### config.mk
export PLATFORM = sky130hd
export DESIGN_NAME = serial_subtractor
export DESIGN_NICKNAME = d
export VERILOG_FILES = /design/src/rtl/serial_subtractor.sv
export SDC_FILE = /design/constraint.sdc
export NUM_CORES = 1
export LEC_CHECK = 0
export ABC_CLOCK_PERIOD_IN_PS = 3300
export CAP_MARGIN = 5
export CORE_MARGIN = 4
export CORE_UTILIZATION = 55
export CTS_BUF_LIST = sky130_fd_sc_hd__clkbuf_2
export DETAILED_ROUTE_END_ITERATION = 10
export GPL_TIMING_DRIVEN = 0
export HOLD_SLACK_MARGIN = 0.1
export PLACE_DENSITY = 0.85
export SYNTH_ARGS = -nofsm -noshare
export SYNTH_HDL_FRONTEND = slang
export SYNTH_SLANG_ARGS = --single-unit
### constraint.sdc
create_clock -name clk -period 3.3 [get_ports clk]
set_input_delay 0.66 -clock clk [delete_from_list [all_inputs] [get_ports clk]]
set_output_delay 0.66 -clock clk [all_outputs]
set_load 0.02 [all_outputs]
### src/rtl/serial_subtractor.sv
// serial_subtractor
// Bit-serial, LSB-first full subtractor. Computes din_a - din_b - b_in over
// WIDTH clock cycles. A single difference/borrow bit-slice is reused on every
// cycle, and a flip-flop carries the borrow from one bit to the next.
// Handshake: start is accepted in IDLE or DONE. busy is high while bits are
// being processed. done pulses for one cycle when dout/b_out become valid.
// The result is held until the next completion or reset.
//
// Ports:
//   clk    : clock, rising-edge active
//   rst    : synchronous active-high reset
//   start  : operation request (ignored while busy)
//   din_a  : minuend, sampled on the accepting edge
//   din_b  : subtrahend, sampled on the accepting edge
//   b_in   : borrow-in, sampled on the accepting edge
//   busy   : high while the operation is running
//   done   : one-cycle pulse, result valid
//   dout   : difference modulo 2^WIDTH
//   b_out  : final borrow (din_a < din_b + b_in, unsigned)
module serial_subtractor #(
   parameter int unsigned WIDTH = 8
) (
   input  logic             clk,
   input  logic             rst,
   input  logic             start,
   input  logic [WIDTH-1:0] din_a,
   input  logic [WIDTH-1:0] din_b,
   input  logic             b_in,
   output logic             busy,
   output logic             done,
   output logic [WIDTH-1:0] dout,
   output logic             b_out
);

   localparam int unsigned   CW   = (WIDTH > 1) ? $clog2(WIDTH) : 1;
   localparam logic [CW-1:0] LAST = CW'(WIDTH - 1);

   typedef enum logic [1:0] {
      IDLE = 2'd0,
      RUN  = 2'd1,
      DONE = 2'd2
   } state_t;

   state_t           state, state_next;
   logic [WIDTH-1:0] sa, sb, res, res_next;
   logic [CW-1:0]    cnt;
   logic             br, br_next, d;
   logic             accept, last;

   assign last = (cnt == LAST);

   // FSM state register
   always_ff @(posedge clk) begin
      if (rst) begin
         state <= IDLE;
      end else begin
         state <= state_next;
      end
   end

   // Next state and outputs. busy/done decode the state register only,
   // so both come straight from flops.
   always_comb begin
      state_next = state;
      accept     = 1'b0;
      busy       = 1'b0;
      done       = 1'b0;
      case (state)
         IDLE: begin
            if (start) begin
               accept     = 1'b1;
               state_next = RUN;
            end
         end
         RUN: begin
            busy = 1'b1;
            if (last) begin
               state_next = DONE;
            end
         end
         DONE: begin
            done = 1'b1;
            if (start) begin
               accept     = 1'b1;
               state_next = RUN;
            end else begin
               state_next = IDLE;
            end
         end
         default: state_next = IDLE;
      endcase
   end

   // Difference/borrow bit-slice on the current LSBs.
   // The new difference bit enters res at the MSB. After WIDTH shifts,
   // bit i sits at res[i]. Writing the MSB after the shift keeps this
   // valid for WIDTH = 1.
   always_comb begin
      d                 = sa[0] ^ sb[0] ^ br;
      br_next           = (~sa[0] & sb[0]) | (~(sa[0] ^ sb[0]) & br);
      res_next          = res >> 1;
      res_next[WIDTH-1] = d;
   end

   // Datapath
   always_ff @(posedge clk) begin
      if (rst) begin
         sa    <= '0;
         sb    <= '0;
         res   <= '0;
         br    <= 1'b0;
         cnt   <= '0;
         dout  <= '0;
         b_out <= 1'b0;
      end else if (accept) begin
         sa  <= din_a;
         sb  <= din_b;
         br  <= b_in;
         cnt <= '0;
      end else if (state == RUN) begin
         sa  <= sa >> 1;
         sb  <= sb >> 1;
         br  <= br_next;
         res <= res_next;
         cnt <= cnt + CW'(1);
         if (last) begin
            dout  <= res_next;
            b_out <= br_next;
         end
      end
   end

endmodule

==> qor.yml <==
worstMarginPinSlew_ns: 0.489
drt_iter0_drc: 82
grt_first_pass_wirelength_um: 5710
ant_nets: 0
timing.final.ws_setup_ns: 0.663
endpoint: "busy"
multi_input_area_sq_um: 654
cts_buffers: 5
gp_congestion: 0.801
nFillCells: 215
nets: 237
synth_cell_type_count: 25
cap_violations: 0
synth_nets: 201
rsz0062_at_grt: "no"
cts_root_buf: "clkbuf_2"
power.leakage_uw: 0.000668
dr.pass1.iters: 4
critPathArrivalTime_ns: 1.98
finalClockSkew_ns: 0.0116
crit_start: "state[0]"
drive_above_1_share: 0.0744
drv_slew: 0
peakVddDrop_mv: 0.347
switchingPower_uw: 229
period_share: 0.799
syn_area_sq_um: 1520
vias_per_cell: 5.74
regArea_sq_um: 761
wl_um: 3640
cts_tree: "built"
avgRoutedWirePerCell_um: 14.9
min_path_type: "reg -> reg"
clockBufferDepth: 2
reg2regPathDepth: 5
p_sw_frac: 0.281
syn_avg_cell_area_sq_um: 8.51
period_minus_slack_ns: 2.64
critPathLaunchType: "flip-flop"
drc: 0
clkPwrFrac: 0.236
pwr-share-comb: 0.156
ios: 31
r2r_end: "dout[4]"
grt_max_degree: 12
core_sq_um: 2540
cts_hold_buffers: 0
setup-tns-final_ns: 0
cts_setup_buffers: 0
clock-sinks: 38
die_w_um: 60.5
vias: 1406
place_inst: 237
powerDensity_nw_per_um2: 434
fin_area_sq_um: 1880
cts_resized: 0
dp_slack_ns: 1.12
finalHoldViolations: 0
setup-violations-final: 0
dpl.hpwl_um: 2600
clk_pin_slew_ns: 0.18
gr-usage-all-layers: 0.214
antenna_found_initial: 0
initial_core_util: 0.595
syn_to_final_growth_pct: 24.0
end_kind: "primary output"
first_global_vias: 1309
yosysWarningCount: 0
fmax_mhz: 379
clock_latency_ns: 0.39
p_int_uw: 586
die_y_um: 60.5
final_cells: 245
cp.required_ns: 2.64
reg2reg_from: "cnt[0]"
crit_type: "reg -> out"
grt_overflow: 0
reg2reg_slack_ns: 1.77
synth-seq-cells: 38
max-slew-margin-rel: 0.674
htree_levels: 2
num_rows: 18
pwr-share-seq: 0.608
worstPathMaxFanout: 10
diodes: 0
status: "complete, no violations"
yosysSeqAreaShare: 0.502
die-area_sq_um: 3660
syn_inst: 178
numPortBuffers: 29
placed_cell_area_sq_um: 1840
-- power groups by stage --
stage | clock (uW) | sequential (uW) | combinational (uW)
global route | 211 | 498 | 140
global placement | 0 | 503 | 121
CTS | 189 | 495 | 128
floorplan | 0 | 501 | 81.5
finish | 192 | 496 | 128
detailed placement | 0 | 505 | 127
-- flip-flops by register name, summed over array words and instances (netlist names) --
signal  count
dout        8
sa          8
sb          8
res         7
cnt         3
state       2
b_out       1
br          1
-- cell usage after synthesis --
cell       instances  share of area
a2bb2oi_1          1         0.0058
ha_1               2          0.017
nor2b_1            2         0.0083
buf_1              1         0.0025
mux2i_1            3          0.020
buf_4              1         0.0050
xnor2_1            1         0.0058
a21oi_1           19          0.063
nor3_1            14          0.046
o22ai_1            5          0.021
dfxtp_1           38           0.50
clkbuf_1           4         0.0099
buf_6              2          0.015
o21a_1             1         0.0050
inv_1              2         0.0050
nand3_1           11          0.036
nor2_1            10          0.025
a22oi_1            1         0.0050
fa_1               1          0.013
a311oi_1           9          0.052
nand2b_1           2         0.0083
nand3b_1           1         0.0050
clkinv_4           1         0.0058
nand2_1           39          0.097
buf_2              7          0.023
-- worst min path at each step --
stage | from | endpoint | cells past startpoint
finish | dout[6] | dout[6] | 2
global route | dout[4] | dout[4] | 2
CTS | dout[7] | dout[7] | 2
detailed placement | dout[4] | dout[4] | 2
global placement | res[1] | res[1] | 2
floorplan | res[1] | res[1] | 2
-- per-stage QoR --
stage | util | total power (uW) | hold slack, ns
after CTS | 0.738 | 812 | 0.473
final | 0.738 | 815 | 0.473
after floorplan | - | 582 | 0.437
after global placement | 0.724 | 624 | 0.442
after detailed placement | 0.724 | 631 | 0.451
after global routing | 0.738 | 849 | 0.494
-- cell type report --
class,count,area share
clock buffer,5,0.0133
multi-input combinational,122,0.348
inverter,3,0.00866
clock inverter,3,0.00599
tap,30,0.0200
buffer,15,0.0446
sequential,38,0.405
timing repair buffer,29,0.154
-- worst max-delay path, stage by stage, from the launching register on --
cell	delay (ns)
dfxtp_1	0.42
nand2b_1	0.09
buf_6	0.14
clkinv_4	0.08
buf_2	0.22
clkdlybuf4s50_1	0.64
-- routing by layer --
layer	part of all wire	global-route usage	up-vias	routed length, um
met5	0	0	-	0
met4	0.018	0.105	0	66
met3	0.057	0.0468	9	207
met2	0.50	0.355	42	1810
met1	0.43	0.264	670	1560
li1	-	-	685	-
-- placed cells by master (no fill, tap or decap), drive strengths merged, types with 2 or more instances in the layout --
cell type / count
clkbuf: 9
clkdlybuf4s50: 29
inv: 2
nand2: 39
nor3: 14
o22ai: 5
ha: 2
a311oi: 9
nand2b: 2
nor2b: 2
dfxtp: 38
nor2: 10
mux2i: 3
buf: 11
nand3: 11
clkinv: 4
a21oi: 19
-- logic make-up (layout without fill, tap and decap cells) --
group / after synthesis / count (layout) / share of synthesized area
flops: 38 / 38 / 0.502
fa+ha+maj: 3 / 3 / 0.0297
mux: 3 / 3 / 0.0198
compound gates: 36 / 36 / 0.151
simple gates: 79 / 79 / 0.225
xor+xnor: 1 / 1 / 0.00578
buf+inv: 18 / 55 / 0.0661
Power figures use the tool's default switching activity.
